<file path="config.mk">
export PLATFORM = sky130hd
export DESIGN_NAME = lvds_tx_framer_flat
export DESIGN_NICKNAME = d
export VERILOG_FILES = /design/src/rtl/lvds_tx_framer_if.sv /design/src/rtl/lvds_tx_framer.sv /design/src/flat_wrapper.sv
export SDC_FILE = /design/constraint.sdc
export NUM_CORES = 1
export LEC_CHECK = 0
export CORE_MARGIN = 1.5
export CORE_UTILIZATION = 48
export DETAILED_ROUTE_END_ITERATION = 6
export GPL_TIMING_DRIVEN = 0
export PLACE_DENSITY_LB_ADDON = 0.05
export SETUP_SLACK_MARGIN = 0.2
export SYNTH_ARGS = -nofsm -noshare
export SYNTH_HDL_FRONTEND = slang
export SYNTH_SLANG_ARGS = --single-unit
export TNS_END_PERCENT = 20
</file>
<file path="constraint.sdc">
create_clock -name i_sys_clk -period 4.4 [get_ports i_sys_clk]
set_input_delay 1.1 -clock i_sys_clk [delete_from_list [all_inputs] [get_ports i_sys_clk]]
set_output_delay 1.1 -clock i_sys_clk [all_outputs]
set_load 0.02 [all_outputs]
</file>
<file path="src/rtl/lvds_tx_framer_if.sv">
//==============================================================================
// Module      : lvds_tx_framer_if
// Description : Sample-input and TX-FIFO write-side bundle for lvds_tx_framer.
//               slave  - framer view: receives samples and FIFO full, drives
//                        ready and the FIFO write data and strobe.
//               master - host/FIFO view: opposite directions.
//               Signals: i_sample_i[12:0], i_sample_q[12:0], i_sample_ctrl,
//                        i_sample_valid, o_sample_ready, o_fifo_data[31:0],
//                        o_fifo_push, i_fifo_full.
// Revision    : 1.0 - initial release
//==============================================================================
`default_nettype none

interface lvds_tx_framer_if;
  logic [12:0] i_sample_i;
  logic [12:0] i_sample_q;
  logic        i_sample_ctrl;
  logic        i_sample_valid;
  logic        o_sample_ready;
  logic [31:0] o_fifo_data;
  logic        o_fifo_push;
  logic        i_fifo_full;

  modport slave (
    input  i_sample_i,
    input  i_sample_q,
    input  i_sample_ctrl,
    input  i_sample_valid,
    output o_sample_ready,
    output o_fifo_data,
    output o_fifo_push,
    input  i_fifo_full
  );

  modport master (
    output i_sample_i,
    output i_sample_q,
    output i_sample_ctrl,
    output i_sample_valid,
    input  o_sample_ready,
    input  o_fifo_data,
    input  o_fifo_push,
    output i_fifo_full
  );
endinterface

`default_nettype wire

</file>
<file path="src/rtl/lvds_tx_framer.sv">
//==============================================================================
// Module      : lvds_tx_framer
// Description : Packs 13-bit I/Q sample pairs into 32-bit radio frame words
//               {2'b10, I, 1'b0, 2'b01, Q, C} and writes them into the TX FIFO.
//               Each burst is bracketed by PREAMBLE_LEN and TAIL_LEN zero
//               frames (32'h8000_4000).
//               Ports: i_sys_clk, i_rst (sync, active high), i_tx_en (burst
//               level), bus (lvds_tx_framer_if.slave: samples + FIFO write
//               side), o_tx_busy, o_debug_state (IDLE=0 PREAMBLE=1 STREAM=2
//               TAIL=3).
//               Optional macro TX_FRAMER_CTRL_EN: frame bit 0 carries
//               i_sample_ctrl of the accepted sample.
// Revision    : 1.0 - initial release
//==============================================================================
`default_nettype none

module lvds_tx_framer #(
  parameter int PREAMBLE_LEN = 4,
  parameter int TAIL_LEN     = 4
) (
  input  wire logic        i_sys_clk,
  input  wire logic        i_rst,
  input  wire logic        i_tx_en,
  lvds_tx_framer_if.slave  bus,
  output logic             o_tx_busy,
  output logic [1:0]       o_debug_state
);

  typedef enum logic [1:0] {
    ST_IDLE     = 2'd0,
    ST_PREAMBLE = 2'd1,
    ST_STREAM   = 2'd2,
    ST_TAIL     = 2'd3
  } state_t;

  localparam logic [31:0] C_ZERO_FRAME = 32'h8000_4000;
  localparam logic [7:0]  C_PRE_LAST   = 8'(PREAMBLE_LEN - 1);
  localparam logic [7:0]  C_TAIL_LEN   = 8'(TAIL_LEN);

  state_t      state_q, state_d;
  logic [7:0]  cnt_q, cnt_d;
  logic [31:0] out_data_q, out_data_d;
  logic        out_valid_q, out_valid_d;

  logic        w_push;
  logic        w_slot;
  logic        w_ready;
  logic        w_load;
  logic [31:0] w_load_data;
  logic        w_ctrl;
  logic [31:0] w_frame;

`ifdef TX_FRAMER_CTRL_EN
  assign w_ctrl = bus.i_sample_ctrl;
`else
  logic w_unused_ctrl;
  assign w_unused_ctrl = bus.i_sample_ctrl;
  assign w_ctrl        = 1'b0;
`endif

  assign w_frame = {2'b10, bus.i_sample_i, 1'b0, 2'b01, bus.i_sample_q, w_ctrl};

  // Push whenever a word is held and the FIFO can take it; the holding
  // register may reload in the same cycle it pushes, giving 1 word/clk.
  assign w_push = out_valid_q & ~bus.i_fifo_full & ~i_rst;
  assign w_slot = ~out_valid_q | w_push;

  always_comb begin
    state_d     = state_q;
    cnt_d       = cnt_q;
    w_load      = 1'b0;
    w_load_data = C_ZERO_FRAME;
    w_ready     = 1'b0;

    case (state_q)
      ST_IDLE: begin
        if (i_tx_en) begin
          state_d = ST_PREAMBLE;
          cnt_d   = 8'd0;
        end
      end
      ST_PREAMBLE: begin
        // Enable is deliberately ignored: the preamble always completes.
        if (w_slot) begin
          w_load = 1'b1;
          if (cnt_q == C_PRE_LAST) begin
            state_d = ST_STREAM;
            cnt_d   = 8'd0;
          end else begin
            cnt_d = cnt_q + 8'd1;
          end
        end
      end
      ST_STREAM: begin
        if (!i_tx_en) begin
          state_d = ST_TAIL;
          cnt_d   = 8'd0;
        end else begin
          w_ready = w_slot & ~i_rst;
          if (bus.i_sample_valid && w_ready) begin
            w_load      = 1'b1;
            w_load_data = w_frame;
          end
        end
      end
      ST_TAIL: begin
        // After the last tail load, stay here until that word has left.
        if (cnt_q != C_TAIL_LEN) begin
          if (w_slot) begin
            w_load = 1'b1;
            cnt_d  = cnt_q + 8'd1;
          end
        end else if (!out_valid_q) begin
          state_d = ST_IDLE;
          cnt_d   = 8'd0;
        end
      end
      default: begin
        state_d = ST_IDLE;
        cnt_d   = 8'd0;
      end
    endcase

    out_data_d  = w_load ? w_load_data : out_data_q;
    out_valid_d = w_load ? 1'b1 : (w_push ? 1'b0 : out_valid_q);
  end

  always_ff @(posedge i_sys_clk) begin
    if (i_rst) begin
      state_q     <= ST_IDLE;
      cnt_q       <= 8'd0;
      out_data_q  <= C_ZERO_FRAME;
      out_valid_q <= 1'b0;
    end else begin
      state_q     <= state_d;
      cnt_q       <= cnt_d;
      out_data_q  <= out_data_d;
      out_valid_q <= out_valid_d;
    end
  end

  assign bus.o_fifo_data    = out_data_q;
  assign bus.o_fifo_push    = w_push;
  assign bus.o_sample_ready = w_ready;
  // Status is forced to idle while reset is asserted, not only after it.
  assign o_tx_busy          = (state_q != ST_IDLE) & ~i_rst;
  assign o_debug_state      = i_rst ? 2'd0 : state_q;

endmodule

`default_nettype wire

</file>
<file path="src/flat_wrapper.sv">
// flat-port wrapper written by rule: the top's interface ports become plain ports
module lvds_tx_framer_flat 
#(
  parameter int PREAMBLE_LEN = 4,
  parameter int TAIL_LEN     = 4
)
  (i_sys_clk, i_rst, i_tx_en, o_tx_busy, o_debug_state, bus_i_sample_i, bus_i_sample_q, bus_i_sample_ctrl, bus_i_sample_valid, bus_o_sample_ready, bus_o_fifo_data, bus_o_fifo_push, bus_i_fifo_full);
  lvds_tx_framer_if bus_i ();
  input  wire logic i_sys_clk;
  input  wire logic i_rst;
  input  wire logic i_tx_en;
  output logic o_tx_busy;
  output logic [1:0] o_debug_state;
  input wire logic [$bits(bus_i.i_sample_i)-1:0] bus_i_sample_i;
  input wire logic [$bits(bus_i.i_sample_q)-1:0] bus_i_sample_q;
  input wire logic [$bits(bus_i.i_sample_ctrl)-1:0] bus_i_sample_ctrl;
  input wire logic [$bits(bus_i.i_sample_valid)-1:0] bus_i_sample_valid;
  output wire logic [$bits(bus_i.o_sample_ready)-1:0] bus_o_sample_ready;
  output wire logic [$bits(bus_i.o_fifo_data)-1:0] bus_o_fifo_data;
  output wire logic [$bits(bus_i.o_fifo_push)-1:0] bus_o_fifo_push;
  input wire logic [$bits(bus_i.i_fifo_full)-1:0] bus_i_fifo_full;
  assign bus_i.i_sample_i = bus_i_sample_i;
  assign bus_i.i_sample_q = bus_i_sample_q;
  assign bus_i.i_sample_ctrl = bus_i_sample_ctrl;
  assign bus_i.i_sample_valid = bus_i_sample_valid;
  assign bus_o_sample_ready = bus_i.o_sample_ready;
  assign bus_o_fifo_data = bus_i.o_fifo_data;
  assign bus_o_fifo_push = bus_i.o_fifo_push;
  assign bus_i.i_fifo_full = bus_i_fifo_full;
  lvds_tx_framer #(.PREAMBLE_LEN(PREAMBLE_LEN), .TAIL_LEN(TAIL_LEN)) u_core (.i_sys_clk(i_sys_clk), .i_rst(i_rst), .i_tx_en(i_tx_en), .bus(bus_i), .o_tx_busy(o_tx_busy), .o_debug_state(o_debug_state));
endmodule
</file>
# Word-level counts from Yosys, hierarchy flattened
# Index checks and enable logic that the tools add are counted.
[op_classes]
bitwise = 8
eq_ne = 13
reduce_logical = 6
muxes = 28
addsub = 1
[op_table]
columns = ["op", "n"]
rows = [
  ["two-way mux 32 bit", 2],
  ["two-way mux 8 bit", 7],
  ["case mux 8 bit (4 select lines)", 1],
  ["two-way mux 30 bit", 1],
  ["two-way mux 2 bit", 7],
  ["adder 8 x 1 -> 8 bit, second input constant", 1],
  ["== test 8 x 2 -> 1 bit, second input constant", 1],
  ["two-way mux 1 bit", 8],
  ["!= test 2 bit, second input constant", 4],
  ["!= test 8 x 3 -> 1 bit, second input constant", 1],
  ["case mux 2 bit (4 select lines)", 1],
  ["AND reduction 6 bit", 1],
  ["AND reduction 5 bit", 1],
  ["bitwise AND 1 bit", 4],
  ["== test 2 bit, second input constant", 2],
  ["!= test 2 x 1 -> 1 bit, second input constant", 2],
  ["nonzero test 2 bit", 2],
  ["!= test 3 x 2 -> 1 bit, second input constant", 1],
  ["!= test 3 bit, second input constant", 1],
  ["inverter 1 bit", 3],
  ["case mux 1 bit (3 select lines)", 1],
  ["== test 2 x 1 -> 1 bit, second input constant", 1],
  ["zero test 2 bit", 1],
  ["logical AND 1 bit", 1],
  ["bitwise OR 1 bit", 1],
]
[word_totals]
word_cells = 60
reg_bits = 43

# Logic depth before layout (Yosys ltp)
[logic_depth]
depth_word = 10
depth_mapped = 8
ltp_nobuf = 6

# Worst setup path after synthesis
# OpenSTA, ideal clock, no wires.
[synth_path]
kind = "input to output"
startpoint = "input i_rst"
endpoint = "output bus_o_fifo_push"
arrival_time_ns = 1.768
setup_slack_ns = 1.532
required_ns = 3.300
stages = 2
path_cell_list = "buf_6 -> nor3b_1"
[synth_via]
elab_chain_len = 2
[synth_lines]
columns = ["item", "line", "source"]
rows = [
  ["from (decl)", "flat_wrapper.sv:10", "input wire logic i_rst;"],
  ["inverter 1 bit", "lvds_tx_framer.sv:65", "assign w_push = out_valid_q & ~bus.i_fifo_full & ~i_rst;"],
  ["bitwise AND 1 bit", "lvds_tx_framer.sv:65", ""],
  ["to (decl)", "flat_wrapper.sv:20", "output wire logic [$bits(bus_i.o_fifo_push)-1:0] bus_o_fifo_push;"],
]
# Every way passes these cells.

# Worst setup path in the final report
[layout_path]
startpoint = "input bus_i_fifo_full"
endpoint = "output bus_o_sample_ready"
[layout_via]
elab_chain_len = 7
[layout_lines]
columns = ["item", "line", "source"]
rows = [
  ["from (decl)", "flat_wrapper.sv:21", "input wire logic [$bits(bus_i.i_fifo_full)-1:0] bus_i_fifo_full;"],
  ["inverter 1 bit", "lvds_tx_framer.sv:65", ""],
  ["bitwise AND 1 bit (2 in series)", "lvds_tx_framer.sv:65", ""],
  ["bitwise OR 1 bit", "lvds_tx_framer.sv:66", "assign w_slot = ~out_valid_q | w_push;"],
  ["bitwise AND 1 bit", "lvds_tx_framer.sv:99", "w_ready = w_slot & ~i_rst;"],
  ["two-way mux 1 bit", "lvds_tx_framer.sv:95", "if (!i_tx_en) begin"],
  ["two-way mux 1 bit", "lvds_tx_framer.sv:75", "case (state_q)"],
  ["to (decl)", "flat_wrapper.sv:18", "output wire logic [$bits(bus_i.o_sample_ready)-1:0] bus_o_sample_ready;"],
]
# Every way passes these cells.

==> qor.txt <==
FINAL LAYOUT
--------------------------------------------------------------------------------------
Post-layout nets ........................................................          329
Count of filler cells inserted in the layout ............................          328
Most frequent standard cell in the layout excluding fill and tap cells .. sky130_fd_sc_hd__clkdlybuf4s50_1
Finished Layout Cells ...................................................          339
Share of the core filled with cells in the final layout .................        71.6%
Area Growth Syn to Fin ..................................................        39.6%
Antenna Cells ...........................................................            0
Most used cells in the layout excluding fill and tap cells .............. sky130_fd_sc_hd__clkdlybuf4s50_1 (60), sky130_fd_sc_hd__dfxtp_1 (37), sky130_fd_sc_hd__a21oi_1 (36)
Share of post-route cells with drive strength above 1 ...................        13.4%

FLOORPLANNING
--------------------------------------------------------------------------------------
FP Rows .................................................................           22
Starting utilization of the core area ...................................        51.3%
Area of the placeable core ..............................................     3770 um2
Die W ...................................................................      66.5 um
Chip height .............................................................      66.5 um
Area enclosed by the die boundary .......................................     4420 um2
Top-level port count ....................................................           69

CRITICAL PATH
--------------------------------------------------------------------------------------
Cells along the critical path ........................................... clkdlybuf4s50_1 -> a21boi_0 -> and2_1 -> clkdlybuf4s50_1
Data arrival time of the critical path ..................................      2.70 ns
Max stage delay cell, worst path ........................................ sky130_fd_sc_hd__clkdlybuf4s50_1
Crit Path Category ......................................................    in -> out
Kind of end point of the critical path ..................................   output pin
Family of cells with the greatest summed delay on the critical path ..... buffers and inverters
Count of buffering cells on the critical path with inverters included ...            2
Most frequent CP cell ................................................... sky130_fd_sc_hd__clkdlybuf4s50_1
Crit path launch type ................................................... primary input
Maximum net fanout on the critical path .................................            4
CP max stage delay ......................................................      0.61 ns
Worst EP required .......................................................      3.30 ns

STA
--------------------------------------------------------------------------------------
Worst clock skew ........................................................   0.00532 ns
Final critical-path required period .....................................      3.80 ns
F_max ...................................................................      263 MHz
Final hold violation count ..............................................            0
Final-layout worst hold slack ...........................................     0.470 ns
Setup TNS Final .........................................................         0 ns
RSZ-0062 raised after global routing ....................................        false
Fraction of the cycle the final worst path needs ........................        86.5%
Slew Limit Fails ........................................................            0
Setup Viol. Count Final .................................................            0

STATUS
--------------------------------------------------------------------------------------
Result of the run ....................................................... finished clean

SYNTHESIS
--------------------------------------------------------------------------------------
Number of distinct standard cells referenced by the synthesized netlist .           44
Number of standard cells after synthesis ................................          220
Netlist Area Pre-Place ..................................................     1930 um2
Proportion of synthesized chip area in sequential cells .................        38.3%
YS warnings .............................................................            0
#FFs+latches synth ......................................................           37
Syn Area/Cell ...........................................................     8.79 um2

DRT
--------------------------------------------------------------------------------------
DR pass1 iterations .....................................................            4
Average detailed-routed wire length per instance ........................      13.8 um
Sum of routed wire length over all layers ...............................      4690 um
Top layer used by detailed routing ......................................         met4
Met3 routed WL ..........................................................       308 um
Detailed router's first-iteration violation count .......................          110
Post-Route M1 WL ........................................................      2080 um
Sum of met2 wire segment lengths after detailed routing .................      2220 um
Count of vias placed by the detailed router .............................         1849
Number of design rule violations left after detail routing ..............            0
Number of vias per cell after detailed routing ..........................         5.45
Remaining antenna violation count after routing .........................            0

GRT
--------------------------------------------------------------------------------------
Total congestion overflow after global routing ..........................            0
Antenna violations before repair ........................................            0
GRT Total Usage .........................................................        22.9%
First-pass GRT wire length ..............................................      7770 um
Maximum number of pins on one net before global-route repair ............           12
Vias in the first global route ..........................................         1722

PLACED DESIGN
--------------------------------------------------------------------------------------
Post-detailed-placement half-perimeter wirelength .......................      3440 um
Count of buffers inserted at the top-level ports ........................           60
Number of placed cells counting well taps ...............................          332
Last weighted congestion value of the routability-driven placer .........        0.834

CLOCK TREE
--------------------------------------------------------------------------------------
CTS-repair resized insts ................................................            0
Clock latency of the later-clocked register in the worst-skew pair ......      0.29 ns
Depth of the CTS H-tree .................................................            2
Clk Tree Root Cell ...................................................... sky130_fd_sc_hd__clkbuf_8
Clock buffer depth ......................................................            2
CTS sink count ..........................................................           37
Clock Pin Slew Worst Setup and Hold Paths ...............................      0.07 ns
Clock tree from TritonCTS ...............................................        built
Post-CTS repair timing setup buffer count ...............................            0
Number of CTS-inserted buffers ..........................................            5
Number of buffers added to fix hold violations after cts ................            0

PWR
--------------------------------------------------------------------------------------
Part of the power in combinational logic ................................        34.1%
Cell-internal power .....................................................     0.611 mW
Total chip power ........................................................     0.941 mW
Switching power of the nets .............................................     0.330 mW
Portion of total power attributed to the clock network ..................        25.7%
Switch share ............................................................        35.1%
Static leakage ..........................................................     0.918 nW
PD cells ................................................................   349 nW/um2
Share of total power in sequential cells ................................        40.3%
Maximum resistive drop on vdd ...........................................   0.000352 V

FLOW RUN
--------------------------------------------------------------------------------------
Number of max-capacitance violations reported ...........................            0

HOLD PATH
--------------------------------------------------------------------------------------
Worst hold path class ...................................................   reg -> reg

cells in the mapped netlist, drive strengths merged:
cell type	count	area share, %
a211oi	1	0.39
a21boi	1	0.39
a21oi	36	9.3
a31o	1	0.45
a31oi	1	0.32
and2	2	0.65
and3	2	0.71
and4	2	0.97
buf	17	7.2
clkbuf	5	3.0
conb	2	0.39
dfxtp	37	38
ha	6	3.9
inv	7	1.4
mux2i	1	0.52
nand2	29	5.6
nand3	4	1.3
nand4	29	9.4
nand4bb	1	0.84
nor2	4	0.78
nor2b	1	0.32
nor3	2	1.1
nor3b	1	0.39
o2111ai	1	1.4
o211ai	2	1.0
o21a	1	0.39
o21ai	5	1.9
o31a	1	0.52
o31ai	8	3.4
or3	3	0.97
or4	6	2.3
or4b	1	0.52
cell type report:
class / instances / area [um2] / area share [%]
Sequential cell: 37 / 741 / 27.4
Clock inverter: 1 / 7.51 / 0.278
Tap cell: 48 / 60.1 / 2.22
Multi-Input combinational cell: 158 / 983 / 36.4
Inverter: 7 / 26.3 / 0.973
Timing Repair Buffer: 60 / 601 / 22.2
Buffer: 22 / 199 / 7.37
Clock buffer: 6 / 82.6 / 3.06
path summary, 6_finish.rpt:
| path | start | endpoint | slack [ns] | cells past startpoint |
|---|---|---|---|---|
| max | bus_i_fifo_full | bus_o_sample_ready | 0.60 | 4 |
| min | u_core.bus.o_fifo_data[24]$_SDFFE_PP0P_ | u_core.bus.o_fifo_data[24]$_SDFFE_PP0P_ | 0.47 | 2 |
| max reg2reg | u_core.state_q[0]$_SDFFE_PP0P_ | u_core.cnt_q[1]$_SDFFE_PP0P_ | 2.41 | 7 |
| min reg2reg | u_core.bus.o_fifo_data[24]$_SDFFE_PP0P_ | u_core.bus.o_fifo_data[24]$_SDFFE_PP0P_ | 0.47 | 2 |
metal layers:
| layer | GRT usage [%] | up-vias |
|---|---|---|
| li1 | - | 940 |
| met1 | 29.1 | 849 |
| met4 | 9.18 | 0 |
| met2 | 37.9 | 53 |
| met3 | 4.73 | 7 |
| met5 | 0 | - |
through the flow:
step / instance area (um2) / setup WS, ns
after floorplan: 1950 / 1.53
after global placement: 2610 / 0.624
after detailed placement: 2610 / 0.597
after CTS: 2700 / 0.596
after global routing: 2700 / 0.507
final: 2700 / 0.595
power by group through the flow:
stage / Clock, mW / Sequential (mW) / Combinational (mW)
after detailed placement: 0 / 0.386 / 0.317
after global routing: 0.258 / 0.381 / 0.356
after floorplan: 0 / 0.384 / 0.218
final: 0.242 / 0.379 / 0.320
after global placement: 0 / 0.386 / 0.316
after CTS: 0.248 / 0.379 / 0.321
logic make-up (layout without fill, tap and decap cells):
family,Yosys count,in the layout,synth area share (%)
compound gates,58,58,19.4
flops,37,37,38.3
mux,1,1,0.517
fa+ha+maj,6,6,3.88
buf+inv,29,96,11.6
other cells,2,6,0.388
simple gates,87,87,25.9
worst reg2reg max path, delay by kind of cell (launching register included):
kind	cells	cell delay, ns
AOI/OAI and AO/OA	2	0.39
DFF	1	0.38
and+or+nand+nor	1	0.36
buffers and inverters	2	0.34
adders and majority gates	1	0.25
muxes	1	0.23
sequential cells by signal, summed over array words and instances, names as in the netlist:
register and count:
u_core.bus.o_fifo_data 26, u_core.out_valid_q 1, u_core.cnt_q 8, u_core.state_q 2
Power figures use the tool's default switching activity.
